--- config.mk ---
export PLATFORM = sky130hd
export DESIGN_NAME = uart_msg_sequencer
export DESIGN_NICKNAME = d
export VERILOG_FILES = /design/src/rtl/uart_msg_sequencer.sv
export SDC_FILE = /design/constraint.sdc
export NUM_CORES = 1
export LEC_CHECK = 0
export ABC_AREA = 1
export CAP_MARGIN = 20
export CORE_ASPECT_RATIO = 1.25
export CORE_MARGIN = 8
export CORE_UTILIZATION = 36
export DETAILED_ROUTE_END_ITERATION = 7
export PLACE_DENSITY = 0.85
export SLEW_MARGIN = 10
export SYNTH_ARGS = -nofsm -noshare
export SYNTH_HDL_FRONTEND = slang
export SYNTH_SLANG_ARGS = --single-unit
--- constraint.sdc ---
create_clock -name clk -period 1.8 [get_ports clk]
set_clock_uncertainty 0.05 [all_clocks]
set_input_delay 0.27 -clock clk [delete_from_list [all_inputs] [get_ports clk]]
set_output_delay 0.27 -clock clk [all_outputs]
set_load 0.01 [all_outputs]
--- src/rtl/uart_msg_sequencer.sv ---
// uart_msg_sequencer
// AXI-lite-style master that sends a fixed byte message to a UART. Before
// each byte it polls the line-status register until THR-empty is set, then
// writes the byte to the THR. Optionally repeats with an idle gap.
//
// Ports:
//   clk, rst_n      clock, asynchronous active-low reset
//   start           start request, sampled only in IDLE
//   stop            level; ends repeat mode at a message boundary or in the gap
//   busy            high in every state except IDLE
//   done            one-cycle pulse when the sequence ends
//   axi_aw*/axi_w*  combined write address/data channel (THR writes)
//   axi_ar*/axi_r*  read address/data channel (LSR polls), always ready for R
module uart_msg_sequencer #(
    parameter int unsigned          ADDR_W     = 4,
    parameter int unsigned          DATA_W     = 32,
    parameter int unsigned          MSG_LEN    = 4,
    parameter logic [8*MSG_LEN-1:0] MSG        = 32'h0A_69_48_41,
    parameter int unsigned          THR_ADDR   = 0,
    parameter int unsigned          LSR_ADDR   = 5,
    parameter int unsigned          THRE_BIT   = 5,
    parameter int unsigned          REPEAT     = 0,
    parameter int unsigned          GAP_CYCLES = 16
) (
    input  logic              clk,
    input  logic              rst_n,
    input  logic              start,
    input  logic              stop,
    output logic              busy,
    output logic              done,
    output logic [ADDR_W-1:0] axi_awaddr,
    output logic [DATA_W-1:0] axi_wdata,
    output logic              axi_wvalid,
    input  logic              axi_wready,
    output logic [ADDR_W-1:0] axi_araddr,
    output logic              axi_arvalid,
    input  logic              axi_arready,
    input  logic [DATA_W-1:0] axi_rdata,
    input  logic              axi_rvalid
);

    localparam int unsigned IDX_W = (MSG_LEN > 1) ? $clog2(MSG_LEN) : 1;
    localparam int unsigned GAP_W = (GAP_CYCLES > 0) ? $clog2(GAP_CYCLES + 1) : 1;
    localparam logic [IDX_W-1:0] LAST_IDX = IDX_W'(MSG_LEN - 1);
    localparam logic [GAP_W-1:0] GAP_LAST = GAP_W'(GAP_CYCLES);

    typedef enum logic [2:0] {
        IDLE      = 3'd0,
        POLL_REQ  = 3'd1,
        POLL_WAIT = 3'd2,
        WRITE     = 3'd3,
        GAP       = 3'd4
    } state_t;

    state_t             state_q, state_d;
    logic [IDX_W-1:0]   idx_q, idx_d;
    logic [GAP_W-1:0]   gap_q, gap_d;
    logic               busy_q, busy_d;
    logic               done_q, done_d;
    logic [ADDR_W-1:0]  awaddr_q, awaddr_d;
    logic [DATA_W-1:0]  wdata_q, wdata_d;
    logic               wvalid_q, wvalid_d;
    logic [ADDR_W-1:0]  araddr_q, araddr_d;
    logic               arvalid_q, arvalid_d;
    logic [7:0]         msg_byte_c;

    // Only the THRE bit of the status word is meaningful here.
    logic unused_rdata;
    assign unused_rdata = ^axi_rdata;

    assign msg_byte_c = MSG[8*idx_q +: 8];

    // Next-state and next-output logic; outputs are registered below.
    always_comb begin
        state_d   = state_q;
        idx_d     = idx_q;
        gap_d     = gap_q;
        done_d    = 1'b0;
        awaddr_d  = awaddr_q;
        wdata_d   = wdata_q;
        wvalid_d  = wvalid_q;
        araddr_d  = araddr_q;
        arvalid_d = arvalid_q;

        case (state_q)
            IDLE: begin
                if (start) begin
                    state_d   = POLL_REQ;
                    idx_d     = '0;
                    arvalid_d = 1'b1;
                end
            end
            POLL_REQ: begin
                if (axi_arready) begin
                    state_d   = POLL_WAIT;
                    arvalid_d = 1'b0;
                end
            end
            POLL_WAIT: begin
                if (axi_rvalid) begin
                    if (axi_rdata[THRE_BIT]) begin
                        state_d  = WRITE;
                        wvalid_d = 1'b1;
                    end else begin
                        state_d   = POLL_REQ;
                        arvalid_d = 1'b1;
                    end
                end
            end
            WRITE: begin
                if (axi_wready) begin
                    wvalid_d = 1'b0;
                    if (idx_q != LAST_IDX) begin
                        idx_d     = IDX_W'(idx_q + 1'b1);
                        state_d   = POLL_REQ;
                        arvalid_d = 1'b1;
                    end else if ((REPEAT == 0) || stop) begin
                        state_d = IDLE;
                        done_d  = 1'b1;
                    end else begin
                        idx_d = '0;
                        if (GAP_CYCLES == 0) begin
                            state_d   = POLL_REQ;
                            arvalid_d = 1'b1;
                        end else begin
                            state_d = GAP;
                            gap_d   = '0;
                        end
                    end
                end
            end
            GAP: begin
                // Counter covers 0..GAP_CYCLES so the next poll lands G+2 after the last write.
                if (stop) begin
                    state_d = IDLE;
                    done_d  = 1'b1;
                end else if (gap_q == GAP_LAST) begin
                    state_d   = POLL_REQ;
                    arvalid_d = 1'b1;
                end else begin
                    gap_d = GAP_W'(gap_q + 1'b1);
                end
            end
            default: state_d = IDLE;
        endcase

        // Payloads only move when a request is being raised; otherwise they hold.
        if (arvalid_d) begin
            araddr_d = ADDR_W'(LSR_ADDR);
        end
        if (wvalid_d) begin
            awaddr_d = ADDR_W'(THR_ADDR);
            wdata_d  = DATA_W'(msg_byte_c);
        end

        busy_d = (state_d != IDLE);
    end

    // State and output registers.
    always_ff @(posedge clk or negedge rst_n) begin
        if (!rst_n) begin
            state_q   <= IDLE;
            idx_q     <= '0;
            gap_q     <= '0;
            busy_q    <= 1'b0;
            done_q    <= 1'b0;
            awaddr_q  <= '0;
            wdata_q   <= '0;
            wvalid_q  <= 1'b0;
            araddr_q  <= '0;
            arvalid_q <= 1'b0;
        end else begin
            state_q   <= state_d;
            idx_q     <= idx_d;
            gap_q     <= gap_d;
            busy_q    <= busy_d;
            done_q    <= done_d;
            awaddr_q  <= awaddr_d;
            wdata_q   <= wdata_d;
            wvalid_q  <= wvalid_d;
            araddr_q  <= araddr_d;
            arvalid_q <= arvalid_d;
        end
    end

    assign busy        = busy_q;
    assign done        = done_q;
    assign axi_awaddr  = awaddr_q;
    assign axi_wdata   = wdata_q;
    assign axi_wvalid  = wvalid_q;
    assign axi_araddr  = araddr_q;
    assign axi_arvalid = arvalid_q;

endmodule

==> results.md, run 1 <==
* Hold buffer count at CTS at 0
* Share of layout cells above drive strength 1 at 0.1445
* Crit Path Category: reg2out
* Grt met3 use at 0.03214
* Final WS setup at roughly 300 ps
* Fin area at between 1000 and 1500 um2
* Area of the multi-input gates at 579.3 um2
* Max Fanout on Critical Path at 3
* DRC errors left at 0
* Overflow after GRT at 0
* DRT iter0 DRCs at 33
* Synthesized area at 1301 um2
* Storage cell area at between 500 and 600 um2
* Gpl congestion at between 0.7 and 0.8
* Area grow syn2layout at 13.27%
* Vias in the first global route at about 960
* Synth Area per Inst at 8.561 um2
* Total global routing track utilization at 0.08461
* DP HPWL at 1930 um
* Post_cts resized at 0
* Setup TNS Final at 0 ps
* Die Ht at 83.22 um
* Root Buffer: clkbuf_8
* Placed cell areas at approximately 1400 um2
* Synth warn at 0
* # rows at 24
* Number of inserted diodes at 0
* Core footprint at 3483 um2
* Critical Path Source: axi_araddr[0]
* Power per cell area at roughly 1200 nW/um2
* Final Cycle Share at 0.8350
* Via count at around 900
* Slowest cell delay on critical path at between 500 and 600 ps
* Worst hold path type: in2async
* Met2 usage in global routing at 0.1424
* Fmax at 0.6653 GHz
* CTS tree: built
* H-tree depth at 1
* Total CTS buffers at 3
* Clock Path Buffers at 2
* WL/cell at 11.08 um
* First-pass DRT Iterations at 4
* Startpoint class of the critical path: register
* Peak supply drop at 0.5643 mV
* Final Hold Fails at 0
* Critical Path Sink Type: output pin
* Placed cell count at about 210
* Netlist cell types at 24
* Fillers at around 350
* Cell Count, Final, Fillers Out at between 200 and 250
* I/O pin count at between 80 and 90
* Reg clk slew, reported paths at 70 ps
* Antenna violations before repair at 0
* Initial Utilization at 0.3736
* Minimum clock period at approximately 1500 ps
* Worst r2r src: gap_q[0]
* Status: finished clean
* Pre-CTS WS at approximately 150 ps
* Cells after synthesis at around 150
* RSZ-0062 raised after global routing: false
* Largest net degree at the start of global routing at 21
* Worst EP required at 1480 ps
* Critical Path, Cell by Cell: clkdlybuf4s50_1
* Post-DRT Antenna Nets at 0
* Sequential share of the synthesized area at 0.3846
* Final wirelength at 2350 um
* Post-CTS Setup Inserts at 0
* Delay-heaviest family, CP: buffers and inverters
* Clock sinks at 20
* Seq cells post-synth at 20
* Critical Path AT at roughly 1200 ps
* Max-slew violations at 0
* Max-cap violation count at 0
* First-pass GRT wire length at slightly above 4000 um
* Leak at about 0.78 nW
* Die area at about 5800 um2
* IO Port Bufs at 18
* Buf+Inv Stages, Crit Path at 1
* GR peak layer: met2
* # nets final at around 220
* Later-pin clock latency in the skew report at between 200 and 300 ps
* DIE WIDTH at roughly 70 um
* GR Layer Usage met1 at 0.07828
* Final setup fails at 0
* R2R setup slack at 350 ps
* DR vias/cell at between 4 and 5
* Critical path's slowest cell: clkdlybuf4s50_1
-- area by class of cell --
class                   count  area share
multi-input cells         107      0.3930
flip-flops and latches     20      0.3396
repair buffers             19      0.1273
inverters                  23     0.05857
well taps                  39     0.03311
clock buffers               3     0.02801
clock inverters             1     0.02037
-- flip-flops by register name, indices dropped and copies added, names as in the netlist --
signal,cells
done,1
axi_arvalid,1
state_q,3
axi_wdata,5
gap_q,5
idx_q,2
busy,1
axi_wvalid,1
axi_araddr,1
-- cells by family (layout without fill, tap and decap cells) --
kind of cell | Yosys count | count (layout) | share of synthesized area
AOI/OAI and AO/OA | 13 | 13 | 0.05865
xor gates and xnor gates | 4 | 4 | 0.02693
adders and majority gates | 6 | 6 | 0.05769
buffers and inverters | 57 | 46 | 0.2625
DFF | 20 | 20 | 0.3846
other | 1 | 33 | 0.002882
and+or+nand+nor | 51 | 51 | 0.2067
-- Yosys cell counts (all sizes together) --
cell type | number | area share
o21ai | 9 | 0.035
nor3 | 3 | 0.015
xnor2 | 1 | 0.0067
nand2 | 29 | 0.099
conb | 1 | 0.0029
ha | 6 | 0.058
o211ai | 1 | 0.0096
a21oi | 3 | 0.014
nand4 | 3 | 0.014
nand3 | 5 | 0.023
inv | 23 | 0.066
xor2 | 3 | 0.020
nor2 | 11 | 0.055
dfrtp | 20 | 0.38
buf | 34 | 0.20
-- path summary, 6_finish.rpt --
check | end | cells after the start
max | axi_araddr[0] | 1
min | state_q[1] | 2
max reg2reg | busy | 9
min reg2reg | axi_wdata[5] | 2
max in group asynchronous | done | 2
min in group clk | axi_wdata[5] | 2
-- cell usage in the layout, fill, tap and decap left out --
cell,instances
a21oi_1,2
a21oi_2,1
buf_4,1
bufinv_16,1
clkbuf_8,3
clkdlybuf4s50_1,18
conb_1,33
dfrtp_1,20
ha_1,6
inv_1,19
inv_2,4
nand2_1,25
nand2_2,2
nand2_4,2
nand3_1,4
nand3_2,1
nand4_1,3
nor2_1,3
nor2_2,6
nor2_4,2
nor3_1,2
nor3_2,1
o211ai_2,1
o21ai_0,4
o21ai_1,5
xnor2_1,1
xor2_1,3
-- where the power goes --
part           total [mW]  switching [mW]  internal [mW]  leakage [nW]
logic               0.705           0.397          0.308         0.502
registers           0.672          0.0973          0.575         0.244
clock network       0.450           0.152          0.297        0.0357
total                1.83           0.647           1.18         0.782
-- layer usage --
metal  wire, um  vias up
met2       1177       38
li1           -      438
met5          0        -
met1        859      404
met4         88        0
met3        225        5
-- through the flow --
stage	total power [mW]	utilization	hold WS, ps
3_3_place_gp	1.360	0.4027	412.3
2_1_floorplan	1.164	-	-75.59
3_5_place_dp	1.391	0.4027	428.4
6_report	1.827	0.4231	320.3
4_1_cts	1.851	0.4231	326.8
5_1_grt	1.967	0.4231	341.4
No activity file was read; power rests on OpenSTA's default activity.
==> run 2, diff against run 1 <==
--- a/config.mk
+++ b/config.mk
@@ -9,9 +9,9 @@
 export CAP_MARGIN = 20
 export CORE_ASPECT_RATIO = 1.25
 export CORE_MARGIN = 8
-export CORE_UTILIZATION = 36
+export CORE_UTILIZATION = 33
 export DETAILED_ROUTE_END_ITERATION = 7
-export PLACE_DENSITY = 0.85
+export PLACE_DENSITY = 0.82
 export SLEW_MARGIN = 10
 export SYNTH_ARGS = -nofsm -noshare
 export SYNTH_HDL_FRONTEND = slang
==> constraint.sdc (replaced) <==
create_clock -name clk -period 1.33 [get_ports clk]
set_clock_uncertainty 0.05 [all_clocks]
set_input_delay 0.1995 -clock clk [delete_from_list [all_inputs] [get_ports clk]]
set_output_delay 0.1995 -clock clk [all_outputs]
set_load 0.01 [all_outputs]
==> results.md, run 2 (synthesized netlist as in run 1, its figures left out) <==
* Final wirelength at 2712 um (was 2350 um)
* Final Hold Fails at 0 (unchanged)
* Worst EP required at 1470 ps (was 1480 ps)
* DRT iter0 DRCs at 37 (was 33)
* Minimum clock period at 1435 ps
* Fillers at 378 (was 351)
* Startpoint class of the critical path: register (unchanged)
* H-tree depth at 1 (unchanged)
* Most common cell after layout, fill and taps aside: conb_1 (unchanged)
* # rows at 25 (was 24)
* Post-DRT Antenna Nets at 0 (unchanged)
* Overflow after GRT at 0 (unchanged)
* Flop pwr share at 0.385 (was 0.368)
* Largest net degree at the start of global routing at 21 (unchanged)
* Root Buffer: clkbuf_8 (unchanged)
* Share of layout cells above drive strength 1 at 0.3102 (was 0.1445)
* Critical Path, Cell by Cell: inv_2 -> ha_4 -> nand2_4 -> nor3_4 -> buf_6 -> nand2_4 -> nand4_1 -> nand2_1 -> nand2_1 (was clkdlybuf4s50_1)
* Final Power at 2.366 mW (was 1.827 mW)
* Final core occ at 0.4367 (was 0.4231)
* Vias in the first global route at 965 (was 957)
* Violated checks: negative setup slack
* DR vias/cell at 3.946 (was 4.175)
* Later-pin clock latency in the skew report at 250 ps (was 260 ps)
* Storage cell area at 504.2 um2 (was 500.5 um2)
* Reg clk slew, reported paths at 70 ps (about the same)
* DRC errors left at 0 (unchanged)
* Slowest cell delay on critical path at 390 ps (was 550 ps)
* Total global routing track utilization at 0.07924 (was 0.08461)
* Delay-heaviest family, CP: simple AND/OR/NAND/NOR gates (was buffers and inverters)
* Psw at 0.9459 mW (was 0.6468 mW)
* Setup TNS Final at -663.1 ps (was 0 ps)
* Gpl congestion at 0.8053 (was 0.7693)
* Core footprint at 3785 um2 (was 3483 um2)
* Max Fanout on Critical Path at 2 (was 3)
* Die Ht at 86.21 um (was 83.22 um)
* Max-slew violations at 0 (unchanged)
* Die area at 6221 um2 (was 5807 um2)
* First-pass DRT Iterations at 4 (unchanged)
* DIE WIDTH at 72.17 um (was 69.78 um)
* Buf+Inv Stages, Crit Path at 2 (was 1)
* RSZ-0062 raised after global routing: true (was false)
* IO Port Bufs at 18 (unchanged)
* Clock Path Buffers at 2 (unchanged)
* Crit Path Category: reg2reg (was reg2out)
* Total CTS buffers at 3 (unchanged)
* CTS tree: built (unchanged)
* Int Pwr at 1.420 mW (was 1.181 mW)
* Area of the multi-input gates at 665.6 um2 (was 579.3 um2)
* Clock share of power at 0.163 (was 0.246)
* Via count at 951 (was 885)
* Max-cap violation count at 0 (unchanged)
* Area grow syn2layout at 27.02% (was 13.27%)
* Number of inserted diodes at 0 (unchanged)
* DP HPWL at 1964 um (was 1930 um)
* Initial Utilization at 0.3438 (was 0.3736)
* Peak supply drop at 0.4864 mV (was 0.5643 mV)
* Hold buffer count at CTS at 0 (unchanged)
* Final Cycle Share at 1.079
* R2R setup slack at -100 ps (was 350 ps)
* Clock sinks at 20 (unchanged)
* # nets final at 234 (was 219)
* Sw frac at 0.3998 (was 0.3539)
* Leak at 0.8859 nW (was 0.7816 nW)
* Critical Path AT at 1580 ps (was 1180 ps)
* Worst hold path type: in2async (unchanged)
* Fmax at between 0.6 and 0.7 GHz
* First-pass GRT wire length at 3988 um (was 4057 um)
* I/O pin count at 83 (unchanged)
* Combinational power share at 0.452 (was 0.386)
* Status: finished with violations (was finished clean)
* Final WS setup at -105.0 ps (was 297.0 ps)
* Final setup fails at 9 (was 0)
* WL/cell at 11.25 um (was 11.08 um)
* Power per cell area at 1431 nW/um2 (was 1240 nW/um2)
* Critical Path Sink Type: register (was output pin)
* Most frequent cells in the layout: 33 x conb_1, 17 x nand2_1, 17 x dfrtp_1 (was 33 x conb_1, 25 x nand2_1, 20 x dfrtp_1)
* Critical path's slowest cell: dfrtp_1 (was clkdlybuf4s50_1)
* Antenna violations before repair at 0 (unchanged)
run 2: cell types whose count changed in the layout (fill, tap and decap cells not counted), sizes merged:
cell / delta
dlygate4sd2: +11
bufinv: -1
buf: +14
clkdlybuf4s50: -11
nand2: +1
run 2: final timing paths:
path	startpoint	endpoint	cells past startpoint
setup / recovery	gap_q[0]	axi_araddr[0]	9
hold / removal	rst_n	axi_wdata[0]	2
setup reg to reg	gap_q[0]	axi_araddr[0]	9
hold reg to reg	axi_wdata[5]	axi_wdata[5]	2
max in group asynchronous	rst_n	state_q[1]	2
min in group clk	axi_wdata[5]	axi_wdata[5]	2
run 2: stage by stage:
step / instance area [um2] / hold WS, ps / instances / worst slack, ps
3_3_place_gp: 1509 / 414.1 / 234 / -130.5
2_1_floorplan: 1426 / -146.1 / 184 / 42.85
3_5_place_dp: 1509 / 414.8 / 234 / -149.7
5_1_grt: 1653 / 262.1 / 241 / -204.6
6_report: 1653 / 236.9 / 241 / -105.0
4_1_cts: 1541 / 246.5 / 237 / -19.13
run 2: area by class of cell:
cell class                      instances  area share
Inverter                               23     0.05526
Clock buffer                            3     0.02498
Sequential cell                        20      0.3051
Multi-Input combinational cell        108      0.4027
Tap cell                               54     0.04088
Timing Repair Buffer                   33      0.1711
run 2: layer usage:
layer	part of all wire	routed length, um	track usage	vias up
met5	0	0	0	-
met4	0.017	46	0.03538	0
met2	0.55	1490	0.1506	39
met3	0.090	243	0.02887	6
met1	0.34	932	0.07177	434
li1	-	-	-	472
run 2: power groups by stage:
stage               clock [mW]  combinational (mW)  sequential [mW]
finish                   0.385                1.07            0.911
global route             0.428                1.19            0.933
CTS                      0.389               0.979            0.890
detailed placement           0                1.04            0.904
global placement             0                1.02            0.899
floorplan                    0               0.618            0.956
run 2: what timing repair did:
item,4_1_cts,5_1_grt
buffers inserted,0,3
gates cloned,0,1
gates resized for setup,14,26
pin swaps,1,11
setup endpoints to repair,14,16
